$ cat config.mk
export PLATFORM = sky130hd
export DESIGN_NAME = dongwon_assoc_cache_flat
export DESIGN_NICKNAME = d
export VERILOG_FILES = /design/src/rtl/dongwon_assoc_cache_if.sv /design/src/rtl/dongwon_assoc_cache.sv /design/src/flat_wrapper.sv
export SDC_FILE = /design/constraint.sdc
export NUM_CORES = 2
export LEC_CHECK = 0
export CAP_MARGIN = 10
export CELL_PAD_IN_SITES_DETAIL_PLACEMENT = 0
export CELL_PAD_IN_SITES_GLOBAL_PLACEMENT = 1
export CORE_ASPECT_RATIO = 0.8
export CORE_UTILIZATION = 40
export DETAILED_ROUTE_END_ITERATION = 12
export DONT_BUFFER_PORTS = 1
export MAX_ROUTING_LAYER = met4
export PLACE_DENSITY = 0.56
export SLEW_MARGIN = 10
export SYNTH_ARGS = -nofsm -noshare
export SYNTH_HDL_FRONTEND = slang
export SYNTH_SLANG_ARGS = --single-unit
$ cat constraint.sdc
create_clock -name clk -period 6.1 [get_ports clk]
set_input_delay 0.305 -clock clk [delete_from_list [all_inputs] [get_ports clk]]
set_output_delay 0.305 -clock clk [all_outputs]
set_load 0.01 [all_outputs]
$ cat src/rtl/dongwon_assoc_cache_if.sv
// CPU-side and memory-side bus of dongwon_assoc_cache.
// The cache connects through the slave modport; the CPU/memory environment uses master.
interface dongwon_assoc_cache_if #(
  parameter int ADDR_WIDTH = 32,
  parameter int DATA_WIDTH = 32
);
  logic                  req;
  logic                  we;
  logic [ADDR_WIDTH-1:0] addr;
  logic [DATA_WIDTH-1:0] in_data;
  logic                  flush;
  logic                  ready;
  logic                  done;
  logic [DATA_WIDTH-1:0] out_data;
  logic [2:0]            state_of_cache;
  logic                  mem_req;
  logic                  mem_we;
  logic [ADDR_WIDTH-1:0] mem_addr;
  logic [DATA_WIDTH-1:0] mem_wdata;
  logic                  mem_ack;
  logic [DATA_WIDTH-1:0] mem_rdata;

  modport slave (
    input  req, we, addr, in_data, flush, mem_ack, mem_rdata,
    output ready, done, out_data, state_of_cache,
           mem_req, mem_we, mem_addr, mem_wdata
  );

  modport master (
    output req, we, addr, in_data, flush, mem_ack, mem_rdata,
    input  ready, done, out_data, state_of_cache,
           mem_req, mem_we, mem_addr, mem_wdata
  );
endinterface

$ cat src/rtl/dongwon_assoc_cache.sv
// N-way set-associative write-through read cache with round-robin replacement and flush.
// Define DONGWON_CACHE_STATS_EN to add saturating hit_cnt/miss_cnt outputs.
module dongwon_assoc_cache #(
  parameter int ADDR_WIDTH = 32,
  parameter int DATA_WIDTH = 32,
  parameter int CACHE_SIZE = 64,
  parameter int WAYS       = 2
) (
  input  logic                 clk,
  input  logic                 reset,
  dongwon_assoc_cache_if.slave bus
`ifdef DONGWON_CACHE_STATS_EN
  ,
  output logic [31:0]          hit_cnt,
  output logic [31:0]          miss_cnt
`endif
);

  localparam int SETS  = CACHE_SIZE / WAYS;
  localparam int IDX_W = $clog2(SETS);
  localparam int TAG_W = ADDR_WIDTH - 2 - IDX_W;
  localparam int WAY_W = (WAYS > 1) ? $clog2(WAYS) : 1;

  typedef enum logic [2:0] {
    IDLE      = 3'b000,
    WRITE     = 3'b010,
    READ_MISS = 3'b100,
    READ_HIT  = 3'b101,
    FILL      = 3'b110
  } state_t;

  state_t state, state_next;

  logic [WAYS-1:0]       valid_q [SETS];
  logic [WAY_W-1:0]      rr_q    [SETS];
  logic [TAG_W-1:0]      tag_q   [SETS][WAYS];
  logic [DATA_WIDTH-1:0] data_q  [SETS][WAYS];

  logic [ADDR_WIDTH-1:0] addr_q;
  logic [DATA_WIDTH-1:0] wdata_q;
  logic                  hit_q;
  logic [WAY_W-1:0]      hit_way_q;
  logic [DATA_WIDTH-1:0] rsp_q;

  logic [IDX_W-1:0]      lk_idx;
  logic [TAG_W-1:0]      lk_tag;
  logic                  lk_hit;
  logic [WAY_W-1:0]      lk_way;
  logic [DATA_WIDTH-1:0] lk_data;

  logic [IDX_W-1:0]      cur_idx;
  logic [TAG_W-1:0]      cur_tag;
  logic [WAY_W-1:0]      victim;
  logic [WAY_W-1:0]      rr_next;

  logic                  accept;
  logic                  flush_now;
  logic                  fill_now;
  logic                  write_now;

  assign lk_idx  = bus.addr[2 +: IDX_W];
  assign lk_tag  = bus.addr[ADDR_WIDTH-1 -: TAG_W];
  assign cur_idx = addr_q[2 +: IDX_W];
  assign cur_tag = addr_q[ADDR_WIDTH-1 -: TAG_W];

  assign bus.ready          = (state == IDLE) && !bus.flush;
  assign bus.state_of_cache = state;
  assign bus.mem_addr       = addr_q;
  assign bus.mem_wdata      = wdata_q;

  assign accept    = bus.req && bus.ready;
  assign flush_now = bus.flush && (state == IDLE);
  assign fill_now  = (state == READ_MISS) && bus.mem_ack;
  assign write_now = (state == WRITE) && bus.mem_ack;

  // Tag compare across the addressed set; scanning downward lets the lowest matching way win.
  always_comb begin
    lk_hit  = 1'b0;
    lk_way  = '0;
    lk_data = '0;
    for (int w = WAYS - 1; w >= 0; w--) begin
      if (valid_q[lk_idx][w] && (tag_q[lk_idx][w] == lk_tag)) begin
        lk_hit  = 1'b1;
        lk_way  = WAY_W'(w);
        lk_data = data_q[lk_idx][w];
      end
    end
  end

  // Victim is the lowest invalid way, falling back to the set's round-robin pointer.
  always_comb begin
    victim = rr_q[cur_idx];
    for (int w = WAYS - 1; w >= 0; w--) begin
      if (!valid_q[cur_idx][w]) begin
        victim = WAY_W'(w);
      end
    end
    rr_next = (rr_q[cur_idx] == WAY_W'(WAYS - 1)) ? '0 : rr_q[cur_idx] + 1'b1;
  end

  always_comb begin
    state_next   = state;
    bus.done     = 1'b0;
    bus.out_data = '0;
    bus.mem_req  = 1'b0;
    bus.mem_we   = 1'b0;
    case (state)
      IDLE: begin
        if (accept) begin
          if (bus.we) begin
            state_next = WRITE;
          end else if (lk_hit) begin
            state_next = READ_HIT;
          end else begin
            state_next = READ_MISS;
          end
        end
      end
      READ_HIT: begin
        bus.done     = 1'b1;
        bus.out_data = rsp_q;
        state_next   = IDLE;
      end
      READ_MISS: begin
        bus.mem_req = 1'b1;
        if (bus.mem_ack) begin
          state_next = FILL;
        end
      end
      FILL: begin
        bus.done     = 1'b1;
        bus.out_data = rsp_q;
        state_next   = IDLE;
      end
      WRITE: begin
        bus.mem_req = 1'b1;
        bus.mem_we  = 1'b1;
        if (bus.mem_ack) begin
          bus.done   = 1'b1;
          state_next = IDLE;
        end
      end
      default: state_next = IDLE;
    endcase
  end

  // Transaction registers: request captured at acceptance, response word at lookup or at fill.
  always_ff @(posedge clk or posedge reset) begin
    if (reset) begin
      state     <= IDLE;
      addr_q    <= '0;
      wdata_q   <= '0;
      hit_q     <= 1'b0;
      hit_way_q <= '0;
      rsp_q     <= '0;
    end else begin
      state <= state_next;
      if (accept) begin
        addr_q    <= bus.addr;
        wdata_q   <= bus.in_data;
        hit_q     <= lk_hit;
        hit_way_q <= lk_way;
        rsp_q     <= lk_data;
      end
      if (fill_now) begin
        rsp_q <= bus.mem_rdata;
      end
    end
  end

  // Flush clears valid bits only; round-robin pointers keep their history.
  always_ff @(posedge clk or posedge reset) begin
    if (reset) begin
      for (int s = 0; s < SETS; s++) begin
        valid_q[s] <= '0;
        rr_q[s]    <= '0;
      end
    end else if (flush_now) begin
      for (int s = 0; s < SETS; s++) begin
        valid_q[s] <= '0;
      end
    end else if (fill_now) begin
      valid_q[cur_idx][victim] <= 1'b1;
      rr_q[cur_idx]            <= rr_next;
    end
  end

  always_ff @(posedge clk) begin
    if (fill_now) begin
      tag_q[cur_idx][victim]  <= cur_tag;
      data_q[cur_idx][victim] <= bus.mem_rdata;
    end
    if (write_now && hit_q) begin
      data_q[cur_idx][hit_way_q] <= wdata_q;
    end
  end

`ifdef DONGWON_CACHE_STATS_EN
  // Counters advance on entry into READ_HIT / READ_MISS and stick at all-ones.
  always_ff @(posedge clk or posedge reset) begin
    if (reset) begin
      hit_cnt  <= '0;
      miss_cnt <= '0;
    end else begin
      if ((state == IDLE) && (state_next == READ_HIT) && (hit_cnt != 32'hFFFF_FFFF)) begin
        hit_cnt <= hit_cnt + 32'd1;
      end
      if ((state == IDLE) && (state_next == READ_MISS) && (miss_cnt != 32'hFFFF_FFFF)) begin
        miss_cnt <= miss_cnt + 32'd1;
      end
    end
  end
`endif

endmodule

$ cat src/flat_wrapper.sv
// flat-port wrapper written by rule: the top's interface ports become plain ports
module dongwon_assoc_cache_flat 
#(
  parameter int ADDR_WIDTH = 32,
  parameter int DATA_WIDTH = 32,
  parameter int CACHE_SIZE = 64,
  parameter int WAYS       = 2
)
  (clk, reset, bus_req, bus_we, bus_addr, bus_in_data, bus_flush, bus_mem_ack, bus_mem_rdata, bus_ready, bus_done, bus_out_data, bus_state_of_cache, bus_mem_req, bus_mem_we, bus_mem_addr, bus_mem_wdata);
  dongwon_assoc_cache_if #(.ADDR_WIDTH(ADDR_WIDTH), .DATA_WIDTH(DATA_WIDTH)) bus_i ();
  input  logic clk;
  input  logic reset;
  input wire logic [$bits(bus_i.req)-1:0] bus_req;
  input wire logic [$bits(bus_i.we)-1:0] bus_we;
  input wire logic [$bits(bus_i.addr)-1:0] bus_addr;
  input wire logic [$bits(bus_i.in_data)-1:0] bus_in_data;
  input wire logic [$bits(bus_i.flush)-1:0] bus_flush;
  input wire logic [$bits(bus_i.mem_ack)-1:0] bus_mem_ack;
  input wire logic [$bits(bus_i.mem_rdata)-1:0] bus_mem_rdata;
  output wire logic [$bits(bus_i.ready)-1:0] bus_ready;
  output wire logic [$bits(bus_i.done)-1:0] bus_done;
  output wire logic [$bits(bus_i.out_data)-1:0] bus_out_data;
  output wire logic [$bits(bus_i.state_of_cache)-1:0] bus_state_of_cache;
  output wire logic [$bits(bus_i.mem_req)-1:0] bus_mem_req;
  output wire logic [$bits(bus_i.mem_we)-1:0] bus_mem_we;
  output wire logic [$bits(bus_i.mem_addr)-1:0] bus_mem_addr;
  output wire logic [$bits(bus_i.mem_wdata)-1:0] bus_mem_wdata;
  assign bus_i.req = bus_req;
  assign bus_i.we = bus_we;
  assign bus_i.addr = bus_addr;
  assign bus_i.in_data = bus_in_data;
  assign bus_i.flush = bus_flush;
  assign bus_i.mem_ack = bus_mem_ack;
  assign bus_i.mem_rdata = bus_mem_rdata;
  assign bus_ready = bus_i.ready;
  assign bus_done = bus_i.done;
  assign bus_out_data = bus_i.out_data;
  assign bus_state_of_cache = bus_i.state_of_cache;
  assign bus_mem_req = bus_i.mem_req;
  assign bus_mem_we = bus_i.mem_we;
  assign bus_mem_addr = bus_i.mem_addr;
  assign bus_mem_wdata = bus_i.mem_wdata;
  dongwon_assoc_cache #(.ADDR_WIDTH(ADDR_WIDTH), .DATA_WIDTH(DATA_WIDTH), .CACHE_SIZE(CACHE_SIZE), .WAYS(WAYS)) u_core (.clk(clk), .reset(reset), .bus(bus_i));
endmodule
==> impl_metrics.json <==
{
  "synthArstFlopShare_pct": 5.12,
  "htreeDepth": 5,
  "cp-start-kind": "input port",
  "critical_path_buf_inv_count": 6,
  "crit_top_cell": "buf_16",
  "grt_pass1_wl_um": 652000,
  "firstDrtPassIters": 5,
  "fmax_ghz": 0.191,
  "finalClockSkew_ps": 66.9,
  "clockRootBuffer": "clkbuf_16",
  "die_w_um": 690,
  "worstSkewPairLatency_ps": 990,
  "boundaryPins": 205,
  "placed_area_um2": 159000,
  "design_area_um2": 173000,
  "synthesis.nets": 7115,
  "cp.arrival_ps": 6110,
  "p_leak_nw": 55.6,
  "gp_congestion": 0.800,
  "crit_required_ps": 6970,
  "cts-resized-gates": 0,
  "synth.area.top_cells": "edfxtp_1 72%, mux4_2 15%, dfrtp_1 3.3%",
  "syn_to_final_growth_pct": 14.6,
  "core_area_um2": 376000,
  "worst_ir_drop_vdd_mv": 0.250,
  "dieArea_um2": 381000,
  "ys_seq_area_share_pct": 75.7,
  "final_cells": 12800,
  "drc": 0,
  "grt_pass1_vias": 77000,
  "wl_um": 477000,
  "critPathCaptureType": "flop",
  "drive_above_1_share_pct": 28.4,
  "postCtsSetupRepairBufs": 0,
  "final_cell_mix": "3,648 x edfxtp_1, 1,004 x mux4_2, 397 x clkbuf_16",
  "cts_sinks": 3845,
  "cap_violations": 0,
  "worstMarginPinSlew_ps": 1510,
  "synth_edf_count": 3648,
  "setup.worst_path.class": "in -> reg",
  "syn_inst": 7013,
  "ys_ff_latch": 3845,
  "setup_viol": 0,
  "cpPeakStageDelay_ps": 750,
  "finalHoldViolCount": 0,
  "post-route-period-util_pct": 85.9,
  "power_density_nw_per_um2": 364,
  "grtUsageTotal_pct": 25.5,
  "vias": 77000,
  "slew_violations": 14,
  "cts.path.max_buffers": 4,
  "viasPerCell": 6.03,
  "status": "finished, violations left",
  "port_buffers": 0,
  "hpwl_um": 254000,
  "rsz0062_at_grt": "no",
  "place_ws_ps": -292,
  "fin_tns_setup_ps": 0,
  "avgSynthCellArea_um2": 21.6,
  "layout_min_cycle_time_ps": 5240,
  "mostFrequentLayoutCell": "edfxtp_1",
  "critPathTopFamily": "buffers and inverters",
  "violations": "slew limit",
  "crit_path_cell_trace": "buf_16 > buf_16 > buf_16 > buf_16 > buf_16 > mux4_2 > mux4_2 > mux2i_1 > buf_4 > nor2_1 > nand4_1 > o21ai_1",
  "crit_slowest_cell": "buf_16",
  "layout.nets": 7530,
  "row_count": 201,
  "syn_area_um2": 151000,
  "hold_class": "in -> reg",
  "initial_core_util_pct": 40.3,
  "yosys_warnings": 0,
  "grt_max_degree": 398,
  "wire_per_inst_um": 37.3,
  "final_antenna_net_count": 0,
  "synth_top_area_share_pct": 72.4,
  "place_inst": 11900,
  "path_clk_slew_ps": 60,
  "yosysTopAreaCell": "edfxtp_1",
  "synth-main-ff-cell": "edfxtp_1",
  "cts_buffers": 393,
  "max_slew_margin_pct": -0.825,
  "critPathMaxFanout": 132,
  "dieHeight_um": 552,
  "overflow": 0,
  "cts_tree": "done",
  "antenna_found_initial": 35,
  "synthDistinctLibCells": 79,
  "drtIter0Drc": 8940,
  "setup_slack_ps": 859
}
## state kept, by name, summed over array words and instances, names as in the netlist
name,cells
u_core.data_q,2048
u_core.hit_way_q,1
u_core.tag_q,1600
u_core.rr_q,32
u_core.bus.mem_wdata,32
u_core.bus.mem_addr,32
u_core.hit_q,1
u_core.bus.state_of_cache,3
u_core.valid_q,64
u_core.rsp_q,32
## layout make-up
class	count	area, µm²
sequential	3845	115000
fill	31300	202000
clock buffer	509	10600
tap	4973	6220
timing repair buffer	450	4590
clock inverter	219	1950
multi-input combinational	2727	35400
inverter	11	63.8
antenna	38	95.1
## cells in the mapped netlist, types with 45 or more instances
| master | instances |
|---|---|
| mux2_2 | 120 |
| mux4_2 | 1004 |
| buf_2 | 157 |
| nand2_1 | 278 |
| a21oi_1 | 63 |
| a22oi_1 | 70 |
| nand4_1 | 50 |
| mux2i_1 | 274 |
| and3_1 | 45 |
| nor3_1 | 92 |
| clkbuf_1 | 168 |
| nor2_1 | 182 |
| dfrtp_1 | 197 |
| edfxtp_1 | 3648 |
## stage by stage
step	hold slack, ps	utilization [%]	power, mW
4_1_cts	0.487	46.1	63.6
5_1_grt	56.6	46.2	65.0
3_5_place_dp	214	42.4	39.7
2_1_floorplan	410	-	36.2
3_3_place_gp	215	42.4	39.5
6_report	51.6	46.2	63.2
## layer usage
metal  GRT usage [%]  vias to the layer above  share of wire [%]
met5               -                        -                  0
met4            7.16                        0                3.2
met3            3.49                      668                6.4
met2            40.3                     3112                 48
met1            35.0                    42900                 42
li1                -                    30400                  -
## worst paths after layout
check,startpoint,to,slack [ps],cells past startpoint
worst max-delay path,bus_addr[2],u_core.rsp_q[14],860,12
worst min-delay path,bus_mem_rdata[15],u_core.data_q[31][15],50,1
worst max register to register,u_core.bus.mem_addr[3],u_core.data_q[15][14],1320,10
worst min register to register,u_core.valid_q[48],u_core.valid_q[48],500,1
max in group asynchronous,reset,u_core.bus.mem_addr[3],4570,4
min in group asynchronous,reset,u_core.bus.mem_wdata[6],580,4
## worst reg2reg max path, delay by kind of cell (launching register included)
family	cells	cell delay (ps)
mux	1	450
buf+inv	2	760
flops	1	920
compound gates	3	670
simple gates	4	1620
## cells by family after synthesis
kind of cell / synth area share [%]
buffers and inverters: 1.57
AND/OR/NAND/NOR: 2.47
XOR/XNOR: 0.272
AO/OA/AOI/OAI: 2.23
multiplexers: 17.8
flip-flops: 75.7
## where the power goes
group          internal (mW)  switching, mW  leakage, nW  total, mW
Sequential              31.4           1.37         35.5       32.8
Combinational           1.87           4.63         13.9       6.50
Clock                   13.5           10.4         6.18       23.9
## timing repair
item | 4_1_cts | 5_1_grt
endpoints found under the hold margin | 1360 | 0
setup endpoints to repair | 0 | 0
hold buffers | 151 | 0
No activity file was read; power rests on OpenSTA's default activity.
